**src/rtl/flash_boot_pkg.sv**
```systemverilog
// Shared definitions for the flash boot controller: state encoding and default
// reset-hold length of the RELEASE phase.
package flash_boot_pkg;

  typedef enum logic [2:0] {
    ST_IDLE    = 3'd0,
    ST_LOAD    = 3'd1,
    ST_RELEASE = 3'd2,
    ST_RUN     = 3'd3,
    ST_FAULT   = 3'd4
  } state_t;

  localparam int REL_CYC_DEF = 16;

endpackage

```
**src/rtl/flash_boot_packer.sv**
```systemverilog
// Byte-to-word assembler for the boot stream. Bytes pack little-endian; a
// completed word stays pending (and the stream stalls) until the owner takes it.
module flash_boot_packer (
  input  logic        clk,
  input  logic        rst_n,
  input  logic        clear,
  input  logic        enable,
  input  logic [7:0]  ld_data,
  input  logic        ld_valid,
  output logic        ld_ready,
  input  logic        word_take,
  output logic        word_valid,
  output logic [31:0] word_data
);

  logic [1:0]  lane_q;
  logic [23:0] acc_q;
  logic [31:0] word_q;
  logic        pend_q;
  logic        accept;

  // Never advertise ready in a cycle whose byte would be thrown away by clear.
  assign ld_ready   = enable & ~pend_q & ~clear;
  assign accept     = ld_valid & ld_ready;
  assign word_valid = pend_q;
  assign word_data  = word_q;

  always_ff @(posedge clk or negedge rst_n) begin
    if (!rst_n) begin
      lane_q <= '0;
      acc_q  <= '0;
      word_q <= '0;
      pend_q <= 1'b0;
    end else if (clear) begin
      lane_q <= '0;
      pend_q <= 1'b0;
    end else begin
      if (word_take) pend_q <= 1'b0;
      if (accept) begin
        lane_q <= lane_q + 2'd1;
        case (lane_q)
          2'd0:    acc_q[7:0]   <= ld_data;
          2'd1:    acc_q[15:8]  <= ld_data;
          2'd2:    acc_q[23:16] <= ld_data;
          default: begin
            word_q <= {ld_data, acc_q};
            pend_q <= 1'b1;
          end
        endcase
      end
    end
  end

endmodule

```
**src/rtl/flash_boot_ctrl.sv**
```systemverilog
// Boot controller: streams an image into emulator memory, holds the DUT in reset,
// releases it and optionally watches it. Macro FLASH_BOOT_WDOG_EN enables the watchdog.
module flash_boot_ctrl
  import flash_boot_pkg::*;
#(
  parameter int TMO_W   = 24,
  parameter int REL_CYC = REL_CYC_DEF
) (
  input  logic        clk,
  input  logic        rst_n,
  input  logic        ctl_start,
  input  logic        ctl_abort,
  input  logic [15:0] ld_base,
  input  logic [15:0] ld_len,
  input  logic [7:0]  ld_data,
  input  logic        ld_valid,
  output logic        ld_ready,
  input  logic [15:0] host_wr_addr,
  input  logic [31:0] host_wr_data,
  input  logic        host_wr_req,
  output logic        host_wr_gnt,
  output logic [15:0] mem_wr_addr,
  output logic [31:0] mem_wr_data,
  output logic        mem_wr_ena,
  input  logic        mon_stb,
  output logic        dut_rst_n,
  output logic [2:0]  status_state,
  output logic        status_fault
);

  localparam int REL_W = (REL_CYC > 1) ? $clog2(REL_CYC) : 1;

  state_t           state_q, state_d;
  logic [15:0]      base_q, len_q, word_cnt_q;
  logic [REL_W-1:0] rel_cnt_q;
  logic             dut_rst_q;
  logic             start_go, pk_clear, ld_issue, last_word, rel_done, wd_expire;
  logic             word_valid;
  logic [31:0]      word_data;

  // Handshakes: a stream byte transfers on a rising edge where ld_valid & ld_ready;
  // a host write transfers on a rising edge where host_wr_gnt is high, and the host
  // keeps host_wr_req/addr/data stable until then. Host always beats the loader.
  assign host_wr_gnt = host_wr_req & rst_n;
  assign start_go    = ctl_start & ~ctl_abort & ((state_q == ST_IDLE) | (state_q == ST_FAULT));
  assign pk_clear    = ctl_abort | start_go;
  assign ld_issue    = (state_q == ST_LOAD) & word_valid & ~host_wr_req & ~ctl_abort;
  assign last_word   = (word_cnt_q + 16'd1) == len_q;
  assign rel_done    = (state_q == ST_RELEASE) && (rel_cnt_q == REL_W'(REL_CYC - 1));

  flash_boot_packer u_packer (
    .clk        (clk),
    .rst_n      (rst_n),
    .clear      (pk_clear),
    .enable     (state_q == ST_LOAD),
    .ld_data    (ld_data),
    .ld_valid   (ld_valid),
    .ld_ready   (ld_ready),
    .word_take  (ld_issue),
    .word_valid (word_valid),
    .word_data  (word_data)
  );

  always_comb begin
    state_d = state_q;
    case (state_q)
      ST_IDLE, ST_FAULT: if (ctl_start) state_d = (ld_len == 16'd0) ? ST_RELEASE : ST_LOAD;
      ST_LOAD:           if (ld_issue && last_word) state_d = ST_RELEASE;
      ST_RELEASE:        if (rel_done) state_d = ST_RUN;
      ST_RUN:            if (wd_expire) state_d = ST_FAULT;
      default:           state_d = ST_IDLE;
    endcase
    if (ctl_abort) state_d = ST_IDLE;
  end

  always_ff @(posedge clk or negedge rst_n) begin
    if (!rst_n) begin
      state_q     <= ST_IDLE;
      dut_rst_q   <= 1'b0;
      base_q      <= '0;
      len_q       <= '0;
      word_cnt_q  <= '0;
      rel_cnt_q   <= '0;
      mem_wr_ena  <= 1'b0;
      mem_wr_addr <= '0;
      mem_wr_data <= '0;
    end else begin
      state_q   <= state_d;
      dut_rst_q <= (state_d == ST_RUN);
      if (start_go) begin
        base_q     <= ld_base;
        len_q      <= ld_len;
        word_cnt_q <= '0;
      end else if (ld_issue) begin
        word_cnt_q <= word_cnt_q + 16'd1;
      end
      rel_cnt_q  <= (state_q == ST_RELEASE) ? rel_cnt_q + 1'b1 : '0;
      mem_wr_ena <= host_wr_gnt | ld_issue;
      if (host_wr_gnt) begin
        mem_wr_addr <= host_wr_addr;
        mem_wr_data <= host_wr_data;
      end else if (ld_issue) begin
        mem_wr_addr <= base_q + word_cnt_q;
        mem_wr_data <= word_data;
      end
    end
  end

  assign dut_rst_n    = dut_rst_q;
  assign status_state = state_q;

`ifdef FLASH_BOOT_WDOG_EN
  localparam logic [TMO_W-1:0] WD_LAST = {{(TMO_W-1){1'b1}}, 1'b0};

  logic [TMO_W-1:0] wd_q;
  logic             fault_q;

  // The counter reaches all-ones on the same edge that enters FAULT.
  assign wd_expire = (state_q == ST_RUN) && !mon_stb && (wd_q == WD_LAST);

  always_ff @(posedge clk or negedge rst_n) begin
    if (!rst_n) begin
      wd_q    <= '0;
      fault_q <= 1'b0;
    end else begin
      wd_q <= ((state_q == ST_RUN) && !mon_stb) ? wd_q + 1'b1 : '0;
      if (start_go) fault_q <= 1'b0;
      else if ((state_q == ST_RUN) && (state_d == ST_FAULT)) fault_q <= 1'b1;
    end
  end

  assign status_fault = fault_q;
`else
  logic unused_wdog;
  assign unused_wdog  = mon_stb & (TMO_W > 0);
  assign wd_expire    = 1'b0;
  assign status_fault = 1'b0;
`endif

endmodule

```
**config.mk**
```make
export PLATFORM = sky130hd
export DESIGN_NAME = flash_boot_ctrl
export DESIGN_NICKNAME = d
export VERILOG_FILES = /design/src/rtl/flash_boot_pkg.sv /design/src/rtl/flash_boot_packer.sv /design/src/rtl/flash_boot_ctrl.sv
export SDC_FILE = /design/constraint.sdc
export NUM_CORES = 1
export LEC_CHECK = 0
export ABC_AREA = 0
export CAP_MARGIN = 30
export CORE_MARGIN = 2
export CORE_UTILIZATION = 49
export CTS_BUF_LIST = sky130_fd_sc_hd__clkbuf_8
export DETAILED_ROUTE_END_ITERATION = 8
export GPL_TIMING_DRIVEN = 0
export PLACE_DENSITY = 0.79
export REMOVE_ABC_BUFFERS = 1
export SLEW_MARGIN = 20
export SYNTH_ARGS = -nofsm -noshare
export SYNTH_HDL_FRONTEND = slang
export SYNTH_SLANG_ARGS = --single-unit
```
**constraint.sdc**
```tcl
create_clock -name clk -period 2.9 [get_ports clk]
set_input_delay 0.435 -clock clk [delete_from_list [all_inputs] [get_ports clk]]
set_output_delay 0.435 -clock clk [all_outputs]
set_load 0.02 [all_outputs]
```
### Word-level counts from Yosys, hierarchy flattened

Index checks and enable logic that the tools add are counted.
W data, S select, Z words.

| cells by class | value |
|---|---|
| add/sub/neg operators | 4 |
| equality and inequality tests | 9 |
| muxes and demuxes | 19 |
| bitwise gates (word level) | 17 |
| reductions and logical operators | 14 |

Operators by type and width:

| cell | number |
|---|---|
| $mux W16 | 4 |
| $mux W32 | 2 |
| $add A16 B1 Y16 const B | 1 |
| $add A16 B16 Y16 | 1 |
| $eq A16 B16 Y1 | 1 |
| $logic_not A16 Y1 | 1 |
| $mux W3 | 4 |
| $pmux W3 S4 | 1 |
| $reduce_and A3 Y1 | 4 |
| $and A1 B1 Y1 | 9 |
| $eq A3 B2 Y1 const B | 3 |
| $mux W2 | 3 |
| $reduce_bool A2 Y1 | 3 |
| $not A1 Y1 | 5 |
| $add A4 B1 Y4 const B | 1 |
| $eq A4 B4 Y1 const B | 1 |
| $mux W1 | 4 |
| $mux W4 | 1 |
| $eq A3 B1 Y1 const B | 1 |
| $eq A3 B3 Y1 const B | 1 |
| $logic_not A3 Y1 | 1 |
| $or A1 B1 Y1 | 3 |
| $reduce_or A3 Y1 | 1 |
| $add A2 B1 Y2 const B | 1 |
| 5 further kinds | 6 |

| word-level totals | value |
|---|---|
| flip-flop bits (word level) | 164 |
| bits of input ports | 95 |
| output and inout bits | 56 |
| logic and storage cells | 78 |

### Logic depth before layout (Yosys ltp)

Gate-level depths: netlist (run 1).

| depth | value |
|---|---|
| depth after elaboration | 9 |
| mapped depth | 10 |
| depth with buffers taken out | 10 |

### Hierarchy

Synthesis (run 1) repeated with hierarchy kept, for this count alone.

| second synthesis, totals | value |
|---|---|
| cells, all modules | 771 |
| area, all modules | 8,151.6 um^2 |

Modules (own cells, without submodules):

| module | instances | cells an instance | area an instance (um^2) | sequential area each (um^2) |
|---|---|---|---|---|
| flash_boot_ctrl | 1 | 633 | 5,749.3 | 2,627.5 |
| flash_boot_packer | 1 | 138 | 2,402.3 | 1,476.4 |

### Worst setup path after synthesis (run 1)

OpenSTA, ideal clock, no wires.

| path | value |
|---|---|
| path kind | reg-to-reg |
| start | register state_q[1], in the netlist status_state[1] |
| end | register state_q[1], in the netlist status_state[1] |
| library setup time | 104 ps |
| arrival time | 2,843 ps |
| required time | 2,796 ps |
| setup slack | -47 ps |
| stages on the path, launching flop included | 9 |
| path buffers | 1 |
| clock period less this slack | 2,947 ps |
| cells stage by stage | dfrtp_1 or4b_4 or3_1 buf_2 a211oi_2 o211ai_1 or4_1 or4_4 a221oi_1 |

| between the ends | value |
|---|---|
| word-level cells in the longest chain between the ends | 8 |
| elaborated cells on any way between the ends | 16 |
| those cells by class | eq/ne: 4; mux: 5; bitwise: 3; reduce/logical: 4 |

RTL lines:

| element | RTL line | RTL |
|---|---|---|
| from (decl) | flash_boot_ctrl.sv:33 | `state_t state_q, state_d;` |
| from (signal assigned) | flash_boot_ctrl.sv:88 | `state_q <= state_d;` |
| $eq A3 B1 Y1 | flash_boot_ctrl.sv:47, flash_boot_ctrl.sv:66 |  |
| $and A1 B1 Y1 (3 in a row) | flash_boot_ctrl.sv:47 | `assign ld_issue = (state_q == ST_LOAD) & word_valid & ~host_wr_req & ~ctl_abort;` |
| $logic_and A1 B1 Y1 | flash_boot_ctrl.sv:68 | `ST_LOAD: if (ld_issue && last_word) state_d = ST_RELEASE;` |
| $mux W3 | flash_boot_ctrl.sv:68 |  |
| $pmux W3 S4 * | flash_boot_ctrl.sv:66 | `case (state_q)` |
| $mux W3 * | flash_boot_ctrl.sv:73 | `if (ctl_abort) state_d = ST_IDLE;` |
| net state_d[1] | flash_boot_ctrl.sv:33 |  |

The timed path passes the listed nets; every way through them passes the cells marked *.
A chain may end at the register's enable or synchronous reset.

### Worst setup path after layout (run 1)

Ends and elaborated chain as after synthesis.

==> results of run 1 <==
path summary, 6_finish.rpt:
kind / from / endpoint / slack (ns)
worst max register to register: status_state[1] / status_state[1] / -0.003
max in group asynchronous: rst_n / word_cnt_q[1] / 2.49
worst min register to register: rel_cnt_q[0] / rel_cnt_q[0] / 0.48
min in group clk: ctl_abort / status_state[1] / 0.44
worst max-delay path: status_state[1] / status_state[1] / -0.003
worst min-delay path: rst_n / len_q[15] / -0.004
what timing repair did:
item,CTS,global route
hold buffers,1,0
endpoints found under the setup margin,4,3
pin swaps,4,3
resized for setup,8,11
setup buffers,8,3
gates cloned,4,0
hold endpoints to repair,71,0
synthesized netlist by cell type (all sizes together) (2+ instances only):
cell      n  area, um2
a211oi    5       42.5
a21o      3       22.5
a21oi    21        105
a22oi     3       22.5
a31oi    39        244
and2      2       12.5
and3      3       18.8
buf       6       27.5
clkbuf   35        131
dfrtp   164       4100
ha       21        263
inv      12       45.0
mux2     57        642
mux2i     4       40.0
nand2   198        743
nand2b    5       31.3
nand3    15       75.1
nand4     8       50.1
nor2     79        297
nor2b     6       37.5
nor3     13       65.1
nor3b     5       37.5
nor4      7       43.8
o211ai    3       22.5
o21a      3       22.5
o21ai    46        230
o21bai    2       15.0
o31ai     7       52.6
o41ai     2       17.5
or3       2       12.5
or4       3       26.3
xnor2    12        105
xor2     18        158
metal layers:
| layer | part of all wire | GRT usage |
|---|---|---|
| met1 | 0.47 | 0.322 |
| met2 | 0.47 | 0.371 |
| met3 | 0.040 | 0.0351 |
| met4 | 0.024 | 0.0851 |
| met5 | 0 | 0 |
power by group through the flow:
| stage | clock, mW | sequential (mW) | combinational (mW) |
|---|---|---|---|
| after floorplan | 0 | 2.77 | 0.407 |
| after global placement | 0 | 2.68 | 0.955 |
| after detailed placement | 0 | 2.69 | 0.985 |
| after CTS | 1.69 | 2.64 | 1.00 |
| after global routing | 1.79 | 2.67 | 1.09 |
| final | 1.66 | 2.64 | 0.995 |
final cells by class:
| type | instances | area [um2] |
|---|---|---|
| fillers | 1328 | 5560 |
| flip-flops and latches | 164 | 4110 |
| multi-input cells | 611 | 3740 |
| repair buffers | 169 | 1750 |
| well taps | 216 | 270 |
| clock buffers | 17 | 234 |
| clock inverters | 15 | 165 |
| inverters | 12 | 48.8 |
| repair inverters | 1 | 5.00 |
registers in the layout, indices dropped and copies added (netlist names), 2 cells and up:
signal              count
status_state            3
rel_cnt_q               4
base_q                 16
mem_wr_addr            16
word_cnt_q             16
u_packer.lane_q         2
u_packer.word_data     32
mem_wr_data            32
u_packer.acc_q         24
len_q                  16
critical path: cells and delay by family (launching register included):
kind            cells  cell delay, ns
compound gates      3            0.58
simple gates        4            1.83
flops               1            0.41
logic make-up after synthesis:
logic type               Yosys count
AND/OR/NAND/NOR                  351
flip-flops                       164
AO/OA/AOI/OAI                    144
multiplexers                      61
buffers and inverters             53
XOR/XNOR                          31
adder cells (fa/ha/maj)           22
other                              1
==> results.md, run 1 <==
* First-pass GRT wire length at 32,300 um
* HPWL after detailed placement at 13,000 um
* Clk buf depth at 2
* Number of port buffers at 148
* Core footprint at 0.0159 mm2
* Maxcap violations at 0
* Max Clk Rate at 0.344 GHz
* CTS H-tree depth at 4
* Seq/Total Area, Yosys at 0.517
* Finished layout cell area at 0.0103 mm2
* Slew Viols, Final at 0
* Ys async rst share at 1.00
* RSZ-0062 raised after global routing: true
* Initial antenna violation count at 0
* Power per cell area at 513 mW/mm2
* Average size of a mapped cell at 9.60 um2
* GRT Util Overall at 0.231
* Die area at 0.0172 mm2
* Clock Skew at 0.0173 ns
* Flop and latch count out of synthesis at 164
* Area after DPL at 0.00968 mm2
* P&R area growth vs syn at 30.0%
* Post-synth top flop: dfrtp_1
* Total negative slack at -0.00327 ns
* Drt total wl at 19,500 um
* Clk pwr share at 0.313
* Int Pwr at 3.72 mW
* Setup slack after placement at -1.11 ns
* Final Util at 0.650
* Drt pass-1 iters at 5
* Net Sw Power at 1.58 mW
* Post-layout min period at 2.90 ns
* CTS tree: built
* Peak supply drop at 341 uV
* WP data required at 3.28 ns
* Total chip power at 5.29 mW
* Slew at the pin with the worst max-slew slack at 0.818 ns
* Most common cell after layout, fill and taps aside: nand2_1
* CP max-delay cell: or4b_4
* Wirelength per Cell at 16.2 um
* Mapped Cells at 827
* Die height at 131 um
* CP endpoint kind: register
* DRC errors left at 0
* Largest family of logic cells by synthesized area: simple AND/OR/NAND/NOR gates
* Adder-Cell Fraction of Synth Area at 0.0356
* Site Rows at 46
* Vias per inst at 5.45
* Critical path type: reg2reg
* Worst setup margin at -0.00327 ns
* Outcome: finished with violations
* Lkg Pwr at 4.75 nW
* Switching portion of total power at 0.298
* Synth warn at 0
* Placed cells at 1,158
* Unique masters post-synth at 56
* Comb pwr share at 0.188
* Fraction of layout cells with a size suffix above 1 at 0.139
* Final ANT Viol Nets at 0
* Post-Synth Simple-Gate Area at 0.188
* Seq pwr share at 0.499
* Commonest non-fill, non-tap cells in the layout: nand2_1, dfrtp_1, clkdlybuf4s50_1, nor2_1, mux2_2
* Max stage delay on crit path at 0.52 ns
* Startpoint Class: register
* Initial Util at 0.500
* Gpl congestion at 0.875
* Failing checks: hold timing, setup timing
* Total grt overflow at 0
* Vias at 6,564
* Final #Nets at 1,093
* Die W at 131 um
* Mux contribution to synthesized area at 0.0859
* Rel. slew slack at 0.453
* EDFF count, synth at 0
* Post-Synth XOR/XNOR Area at 0.0361
* Final period util at 1.00
* Fin cells at 1,205
* Worst-Skew Late Latency at 0.46 ns
* Synth Area in Compound Gates at 0.111
* Final Hold Fails at 1
* Max FO, Critical Path at 3
* Largest net degree at the start of global routing at 94
* Setup-failing EPs final at 1
* Starting DRT DRC Count at 539
* Clock slew at reported path FFs at 0.10 ns
* Vias in the first global route at 6,430
* Root Driver: clkbuf_8
* Total I/O pin count at 151
* Reg2Reg Depth at 7
* ANT cells at 0
* Arr. time, crit path at 3.28 ns
* Critical path cell sequence: or4b_4 > or3_4 > a211oi_2 > o211ai_1 > or4_1 > or4_4 > a221oi_2
* Clk sinks at 164
* Fin Hold WS at -0.00365 ns
* HP Class: in2async
* Cell Area, Synth at 0.00794 mm2
* CTS Buf Count at 17
No activity file was read; power rests on OpenSTA's default activity.
==> inputs of run 2 (changes only) <==
- PLACE_DENSITY: 0.79 -> not set
- PLACE_DENSITY_LB_ADDON: not set -> 0.25
==> run 2 against run 1 <==
Against the previous run: the run ends with setup timing left; flip-flop and latch count did not move; clock skew fell by 0.0030 ns; clock power rose by 9%; first-iteration DRC count rose by 3.7%; sequential power barely moved; wire length fell by 0.22%; cell count rose by 0.17%; design area rose by 0.52%; combinational power barely moved; non-clock buffer count rose by 2; via count fell by 0.24%; highest routed layer unchanged; core utilization rose by 0.34 points.
==> results.md, run 2 (synthesis results as in run 1) <==
* Slew Viols, Final at 0 (unchanged)
* Placed cells at 1,159 (+0.086%)
* Clk pwr share at 0.332 (+0.019)
* Startpoint Class: register
* Max FO, Critical Path at 3 (unchanged)
* Die height at 131 um (unchanged)
* Lkg Pwr at 4.80 nW (+0.97%)
* Total negative slack at -0.459 ns (-0.456 ns)
* Commonest non-fill, non-tap cells in the layout: nand2_1, dfrtp_1, clkdlybuf4s50_1, nor2_1, mux2_2
* Wirelength per Cell at 16.1 um (-0.38%)
* Register Area at 0.00411 mm2 (about the same)
* Worst setup margin at -0.183 ns (-0.180 ns)
* Starting DRT DRC Count at 559 (+3.7%)
* Net Sw Power at 1.54 mW (-2.2%)
* Flop2flop setup slack at -0.18 ns (-0.18 ns)
* Int Pwr at 3.91 mW (+5.1%)
* Die W at 131 um (unchanged)
* RSZ-0062 raised after global routing: true
* Fillers at 1,316 (-0.90%)
* CP Buf/Inv Count at 0 (unchanged)
* Total I/O pin count at 151 (unchanged)
* Post-layout min period at 3.08 ns (+0.180 ns)
* CP endpoint: status_state[1]
* Vias per inst at 5.43 (-0.41%)
* Initial Util at 0.500 (unchanged)
* Seq pwr share at 0.483 (-0.016)
* Arr. time, crit path at 3.45 ns (+0.17 ns)
* Outcome: finished with violations
* Clk buf depth at 2 (unchanged)
* Drt total wl at 19,400 um (-0.22%)
* Clock Skew at 0.0143 ns (-0.00304 ns)
* Final Hold Fails at 0 (-1)
* Power per cell area at 525 mW/mm2 (+2.4%)
* DRC errors left at 0 (unchanged)
* Initial antenna violation count at 0 (unchanged)
* Reg2reg end: status_state[1]
* HPWL after detailed placement at 12,500 um (-3.5%)
* Fin cells at 1,207 (+0.17%)
* Clock slew at reported path FFs at 0.10 ns (about the same)
* Comb pwr share at 0.184 (-0.004)
* Site Rows at 46 (unchanged)
* WP data required at 3.26 ns (-0.02 ns)
* Vias in the first global route at 6,412 (-0.28%)
* Most common cell after layout, fill and taps aside: nand2_1
* Slew at the pin with the worst max-slew slack at 0.790 ns (-0.0278 ns)
* Rel. slew slack at 0.471 (+0.0179)
* Multi-input gate area at 0.00373 mm2 (-0.37%)
* CP endpoint kind: register
* P&R area growth vs syn at 30.7%
* Drt pass-1 iters at 5 (unchanged)
* Final period util at 1.06 (+0.0621)
* Reg2reg start: status_state[1]
* ANT cells at 0 (unchanged)
* Maxcap violations at 0 (unchanged)
* Largest net degree at the start of global routing at 92 (-2.1%)
* Crit. path cell count at 7 (unchanged)
* Total grt overflow at 0 (unchanged)
* Final ANT Viol Nets at 0 (unchanged)
* Crit path from: status_state[1]
* CTS Buf Count at 17 (unchanged)
* CP max-delay cell: or4_4
* Worst-Skew Late Latency at 0.46 ns (about the same)
* Number of port buffers at 148 (unchanged)
* Critical path cell sequence: or4b_4 > or3_4 > a211oi_4 > o211ai_1 > or4_1 > or4_4 > a221oi_2
* CTS tree: built
* Final #Nets at 1,095 (+0.18%)
* Setup-failing EPs final at 3 (+2)
* CTS H-tree depth at 4 (unchanged)
* Max Clk Rate at 0.324 GHz (-5.8%)
* Gpl congestion at 0.888 (+1.4%)
* Critical path type: reg2reg
* GRT Util Overall at 0.233 (+0.00167)
* Clk sinks at 164 (unchanged)
* Crit path max-delay family: simple AND/OR/NAND/NOR gates
* Vias at 6,548 (-0.24%)
* Core footprint at 0.0159 mm2 (unchanged)
* Max stage delay on crit path at 0.58 ns (+0.06 ns)
* Switching portion of total power at 0.283 (-0.0149)
* Die area at 0.0172 mm2 (unchanged)
* HP Class: in2async
* Fraction of layout cells with a size suffix above 1 at 0.138 (-0.000280)
* First-pass GRT wire length at 32,300 um (+0.30%)
* Reg2Reg Depth at 7 (unchanged)
* Total chip power at 5.45 mW (+2.9%)
* Root Driver: clkbuf_8
* Failing checks: setup timing
* Final Util at 0.653 (+0.00339)
* Peak supply drop at 297 uV (-13%)
==> run 2: power by group through the flow <==
stage               clock, mW  combinational, mW  sequential, mW
floorplan                   0              0.407            2.77
global placement            0              0.957            2.68
detailed placement          0              0.984            2.68
CTS                      1.85               1.01            2.63
global route             1.94               1.10            2.67
finish                   1.81               1.00            2.63
==> run 2: final cells by class <==
cell class                 count  area share
inverter                      12     0.00470
timing repair inverter         1    0.000482
clock inverter                14      0.0186
multi-input combinational    611       0.359
sequential                   164       0.396
tap                          216      0.0260
clock buffer                  18      0.0239
timing repair buffer         171       0.172
==> run 2: per-stage QoR <==
step,hold WS (ns),setup WS [ns],area (um2)
floorplan,0.139,-1.82,7780
global placement,0.451,-10.10,9530
detailed placement,0.453,-1.12,9700
CTS,0.0135,-0.208,10400
global route,0.0148,-0.251,10400
finish,0.00426,-0.183,10400
==> run 2: metal layers <==
metal | vias to the layer above | GRT usage | share of wire
li1 | 3164 | - | -
met1 | 3179 | 0.323 | 0.47
met2 | 176 | 0.373 | 0.46
met3 | 29 | 0.0436 | 0.046
met4 | 0 | 0.0773 | 0.019
met5 | - | 0 | 0
==> run 2: timing repair <==
action,in CTS,in global routing
cloned,4,0
resized for setup,8,8
pin swaps,4,7
setup buffers,10,2
hold endpoints to repair,73,0
hold buffers,1,0
setup endpoints to repair,4,4
==> run 2: worst min-delay path by stage <==
stage                 start         endpoint  depth (start not counted)
6_report              rst_n  status_state[2]                          2
5_1_grt               rst_n  status_state[2]                          2
4_1_cts               rst_n  status_state[2]                          2
3_5_place_dp   rel_cnt_q[0]     rel_cnt_q[0]                          1
3_3_place_gp   rel_cnt_q[0]     rel_cnt_q[0]                          1
2_1_floorplan         rst_n        base_q[0]                          0
==> run 2: worst reg2reg max path, cell delays in order (launching register included) <==
cell,delay [ns]
dfrtp_1,0.39
or4b_4,0.54
or3_4,0.38
a211oi_4,0.19
o211ai_1,0.10
or4_1,0.56
or4_4,0.58
a221oi_2,0.26
==> inputs of run 3 (changes only) <==
- CAP_MARGIN: 30 -> 10
- TNS_END_PERCENT: not set -> 20
==> run 3 against run 2 <==
Against the previous run: the flow finishes with violations (hold timing, setup timing); largest power group unchanged; hold slack lost 0.013 ns; clock skew shrank 0.00077 ns; sequential share of layout area is essentially flat; via count shrank 0.79%; critical path depth grew 1; critical endpoint unchanged; die area is the same; design area shrank 0.11%; cell count is essentially flat; clock-buffer cell count is the same; non-clock buffer count shrank 1; sequential power is essentially flat.
==> results.md, run 3 (synthesis results as in run 1) <==
* Finished layout cell area at 0.0104 mm2 (-0.11%)
* Peak supply drop at 296 uV (-0.26%)
* Final Hold Fails at 10 (+10)
* Max FO, Critical Path at 13 (+10)
* Vias at 6,496 (-0.79%)
* Switching portion of total power at 0.283 (+0.000543)
* Site Rows at 46 (unchanged)
* Vias in the first global route at 6,328 (-1.3%)
* Arr. time, crit path at 3.53 ns (+0.08 ns)
* Max Clk Rate at 0.317 GHz (-2.3%)
* CTS Buf Count at 17 (unchanged)
* Vias per inst at 5.39 (-0.71%)
* Maxcap violations at 0 (unchanged)
* Rel. slew slack at 0.475 (+0.00363)
* Gpl congestion at 0.888 (unchanged)
* Worst setup margin at -0.256 ns (-0.0728 ns)
* ANT cells at 0 (unchanged)
* Worst-Skew Late Latency at 0.46 ns (about the same)
* Fraction of layout cells with a size suffix above 1 at 0.133 (-0.00491)
* Top sig layer: met4
* RSZ-0062 raised after global routing: true
* Int Pwr at 3.91 mW (about the same)
* GRT Util Overall at 0.229 (-0.00410)
* Clk pwr share at 0.333 (about the same)
* Starting DRT DRC Count at 503 (-10%)
* Total grt overflow at 0 (unchanged)
* Total I/O pin count at 151 (unchanged)
* Comb pwr share at 0.183 (about the same)
* Clk sinks at 164 (unchanged)
* Routed metal-1 wirelength at 9100 um (-0.49%)
* Final #Nets at 1,094 (-0.091%)
* Drt total wl at 19,300 um (-0.81%)
* Die height at 131 um (unchanged)
* Fillers at 1,318 (+0.15%)
* Die W at 131 um (unchanged)
* Final ANT Viol Nets at 0 (unchanged)
* Clock Skew at 0.0135 ns (-0.000775 ns)
* DRC errors left at 0 (unchanged)
* CP endpoint kind: register
* Core footprint at 0.0159 mm2 (unchanged)
* Fin Hold WS at -0.00918 ns (-0.0134 ns)
* Clock slew at reported path FFs at 0.10 ns (about the same)
* CTS tree: built
* Met2 WL at 8950 um (-0.84%)
* Net Sw Power at 1.54 mW (+0.22%)
* HP Class: in2async
* Final period util at 1.09 (+0.0251)
* Slew at the pin with the worst max-slew slack at 0.785 ns (-0.00542 ns)
* P&R area growth vs syn at 30.6%
* Setup-failing EPs final at 3 (unchanged)
* Initial antenna violation count at 0 (unchanged)
* Critical path type: reg2reg
* Startpoint Class: register
* Drt pass-1 iters at 5 (unchanged)
* Slew Viols, Final at 0 (unchanged)
* Power per cell area at 526 mW/mm2 (+0.14%)
* Final Util at 0.653 (-0.000709)
* Largest net degree at the start of global routing at 92 (unchanged)
* Initial Util at 0.500 (unchanged)
* First-pass GRT wire length at 31,800 um (-1.6%)
* CTS H-tree depth at 4 (unchanged)
* Area after DPL at 0.00970 mm2 (unchanged)
* Clk buf depth at 2 (unchanged)
* Root Driver: clkbuf_8
* Lkg Pwr at 4.80 nW (about the same)
* Most common cell after layout, fill and taps aside: nand2_1
* WP data required at 3.27 ns (about the same)
* HPWL after detailed placement at 12,500 um (unchanged)
* Routed wire length on met3 at 879 um (-2.3%)
* Seq pwr share at 0.483 (about the same)
* Post-layout min period at 3.16 ns (+0.0728 ns)
* Die area at 0.0172 mm2 (unchanged)
* Number of port buffers at 148 (unchanged)
* Commonest non-fill, non-tap cells in the layout: nand2_1, dfrtp_1, clkdlybuf4s50_1, nor2_1, mux2_2
* Outcome: finished with violations
* Wirelength per Cell at 16.0 um (-0.73%)
* Failing checks: hold timing, setup timing
[run 3: metrics by stage]
step | worst slack, ns | power [mW] | setup TNS (ns) | instances
2_1_floorplan | -1.82 | 3.17 | -71.54 | 786
3_3_place_gp | -10.10 | 3.63 | -1426.66 | 1150
3_5_place_dp | -1.12 | 3.66 | -5.70 | 1159
4_1_cts | -0.268 | 5.49 | -0.805 | 1200
5_1_grt | -0.323 | 5.71 | -0.822 | 1206
6_report | -0.256 | 5.45 | -0.616 | 1206
[run 3: cell type report]
class,count,area (um2),share of cell area
clock buffer,18,248,0.0239
multi-input combinational,611,3720,0.359
clock inverter,14,193,0.0186
inverter,12,48.8,0.00471
tap,216,270,0.0261
timing repair inverter,1,5.00,0.000483
timing repair buffer,170,1780,0.171
sequential,164,4100,0.396
[run 3: power by group through the flow]
stage	clock network [mW]	registers (mW)	logic [mW]
after global placement	0	2.68	0.957
after CTS	1.85	2.63	1.01
after detailed placement	0	2.68	0.984
final	1.82	2.63	0.999
after floorplan	0	2.77	0.407
after global routing	1.94	2.67	1.10
[run 3: worst paths after layout]
check,start,to,slack [ns],cells past startpoint
min,rst_n,status_state[2],-0.009,2
min in group clk,ctl_abort,status_state[1],0.46,2
max in group asynchronous,rst_n,u_packer.word_data[25],2.50,2
min reg2reg,rel_cnt_q[0],rel_cnt_q[0],0.46,1
max reg2reg,status_state[2],status_state[1],-0.26,8
max,status_state[2],status_state[1],-0.26,8
[run 3: per-layer routing]
metal | GRT usage | up-vias
met5 | 0 | -
met4 | 0.0767 | 0
met3 | 0.0436 | 25
met2 | 0.362 | 173
met1 | 0.319 | 3127
li1 | - | 3171
[run 3: what timing repair did]
item | CTS | global route
endpoints found under the hold margin | 73 | 0
pin swaps | 2 | 5
gates resized for setup | 6 | 6
setup endpoints to repair | 4 | 4
hold buffers | 1 | 0
setup buffers | 6 | 4
gates cloned | 2 | 2
[run 3: worst max-delay path: stages, from the launching register on]
cell      delay, ns
dfrtp_1        0.39
or4b_4         0.54
or3_4          0.38
buf_12         0.17
a211oi_4       0.22
o211ai_1       0.10
or4_1          0.43
or4_4          0.58
a221oi_2       0.26
==> RTL edit: new RTL, settings of run 1 <==
Set the package constant `REL_CYC_DEF` to 32 (it was 16).
--- a/src/rtl/flash_boot_pkg.sv
+++ b/src/rtl/flash_boot_pkg.sv
@@ -12,3 +12,3 @@
 
-  localparam int REL_CYC_DEF = 16;
+  localparam int REL_CYC_DEF = 32;
 
Check against the original RTL: same outputs for any inputs over 4 cycles, from zero or initial values and one cycle with rst_n low; that may be too few to reach the edited logic, so the function may still have changed.
==> RTL edit against run 1 <==
  * Critical path depth decreased by 4
  * Synthesized area increased by 0.91%
  * Routed wire length decreased by 0.96%
  * Setup slack improved by 0.15 ns
  * Utilization increased by 0.35 points
  * Sequential cell count increased by 1
  * First-iteration DRC count decreased by 48%
  * Design area increased by 0.90%
  * Total power increased by 2.0%
==> RTL edit: results (changes against run 1) <==
{| class="wikitable"
! Metric !! Value
|-
| Input/output buffers || 148 (unchanged)
|-
| Cell-internal power || 3760 uW (+1.1%)
|-
| Buffers from clock root to sink, at most || 2 (unchanged)
|-
| Per-cell routed wire length || 17.0 um (+4.9%)
|-
| Hold crit path type || input pin to async pin
|-
| Vias in the first global route || 6407 (-0.36%)
|-
| Clock transition at the registers of the reported paths || 0.09 ns
|-
| Dominant cells by area after synthesis || dfrtp_1 (52%), mux2_2 (8.7%), nand2_1 (4.9%)
|-
| Detailed placer's ending HPWL || 13.0 mm (about the same)
|-
| Ranking of synthesized cells by instance count || dfrtp_1 (165), nand2_1 (105), nor2_1 (75)
|-
| Ratio of routed vias to standard cells || 5.47 (+0.42%)
|-
| Diode insertion count for antenna repair || 0 (unchanged)
|-
| Number of antenna violations at the first check in global routing || 0 (unchanged)
|-
| CTS H-tree depth || 4 (unchanged)
|-
| Share of post-route cells with drive strength above 1 || 14.6% (+0.79 points)
|-
| Final Net Count || 1027 (-6.0%)
|-
| Clock latency on the worst-skew pair || 0.47 ns
|-
| Leakage component of the power || 0.00465 uW (-2.1%)
|-
| Clock buffer count from CTS || 17 (unchanged)
|-
| Final setup violating endpoints || 0 (-1)
|-
| Endpoints failing hold || 0 (-1)
|-
| Pin count of the biggest net entering global routing || 79 (-16%)
|-
| Maximum fanout along the worst path || 12 (+9)
|-
| Overall track demand over capacity in global routing || 22.9% (-0.24 points)
|-
| Number of DRC markers in iteration 0 || 282 (-48%)
|-
| Router iterations before antenna repair || 5 (unchanged)
|-
| Root Driver || clkbuf_8
|-
| GP Congestion || 0.857 (-2.1%)
|-
| Number of unique standard cell types used by synthesis || 59 (+5.4%)
|-
| Sequential element share of the synthesized area || 51.5% (-0.16 points)
|-
| Max-Slew Margin vs Limit || 61.5% (+16 points)
|-
| Max rail drop VDD || 0.291 mV (-15%)
|-
| Fraction of registers with async set or reset after synthesis || 100% (unchanged)
|-
| Ys Warns || 0 (unchanged)
|-
| Clk_skew || 0.0164 ns (-0.000974 ns)
|-
| Run status || completed
|-
| WP data arrival || 2.32 ns (-0.96 ns)
|-
| Wire length of the first global-routing pass || 32.0 mm (-0.79%)
|}
-- RTL edit: path summary, 6_finish.rpt --
kind,endpoint,slack [ns],startpoint,cells past startpoint
worst max-delay path,ld_ready,0.14,status_state[1],3
min in group clk,mem_wr_addr[0],0.45,rst_n,5
worst max register to register,mem_wr_addr[14],0.21,word_cnt_q[0],10
worst min register to register,rel_cnt_q[0],0.47,rel_cnt_q[0],1
max in group asynchronous,u_packer.acc_q[3],2.26,rst_n,3
worst min-delay path,base_q[10],0.06,rst_n,3
-- RTL edit: logic make-up after synthesis --
group           share of synthesized area [%]
simple gates                             14.6
flops                                    51.5
compound gates                           11.4
mux                                      12.7
buf+inv                                  2.67
xor+xnor                                 3.39
fa+ha+maj                                3.68
other cells                            0.0468
-- RTL edit: area by class of cell --
type / instances / area (sq um)
multi-input combinational: 546 / 3730
clock buffer: 17 / 234
tap: 216 / 270
fill: 1283 / 5520
timing repair buffer: 166 / 1830
clock inverter: 15 / 168
sequential: 165 / 4130
inverter: 13 / 52.6
-- RTL edit: worst max-delay path, stage by stage (launching register included) --
cell and delay, ns:
dfrtp_1 0.52, or4b_4 0.63, nor2_1 0.10, clkdlybuf4s50_1 0.61
-- RTL edit: through the flow --
stage	instances	instance area (sq um)	power [uW]	setup WS, ns	utilization (%)
2_1_floorplan	724	7850	3260	-0.778	-
3_3_place_gp	1088	9600	3720	-10.24	60.2
3_5_place_dp	1095	9790	3770	-0.557	61.4
4_1_cts	1132	10300	5440	0.0419	64.9
5_1_grt	1138	10400	5670	0.00423	65.4
6_report	1138	10400	5400	0.142	65.4
-- RTL edit: per-layer routing --
| layer | track usage (%) | vias up | share of wire (%) |
|---|---|---|---|
| met1 | 28.7 | 3081 | 44 |
| met2 | 39.1 | 135 | 51 |
| met4 | 6.88 | 0 | 0.93 |
| met3 | 5.96 | 14 | 4.8 |
| li1 | - | 2995 | - |
| met5 | 0 | - | 0 |
-- RTL edit: power by group through the flow --
stage / clock network, uW / registers (uW) / logic [uW]
2_1_floorplan: 0 / 2800 / 461
3_3_place_gp: 0 / 2720 / 1010
3_5_place_dp: 0 / 2720 / 1050
4_1_cts: 1680 / 2680 / 1080
5_1_grt: 1780 / 2710 / 1170
6_report: 1640 / 2680 / 1080
-- RTL edit: what timing repair did --
item                                    in CTS  in global routing
pin swaps                                    0                  4
setup buffers                                0                  5
gates cloned                                 1                  0
hold endpoints to repair                    79                  0
endpoints found under the setup margin       2                 15
hold buffers                                 4                  0
gates resized for setup                      6                  9
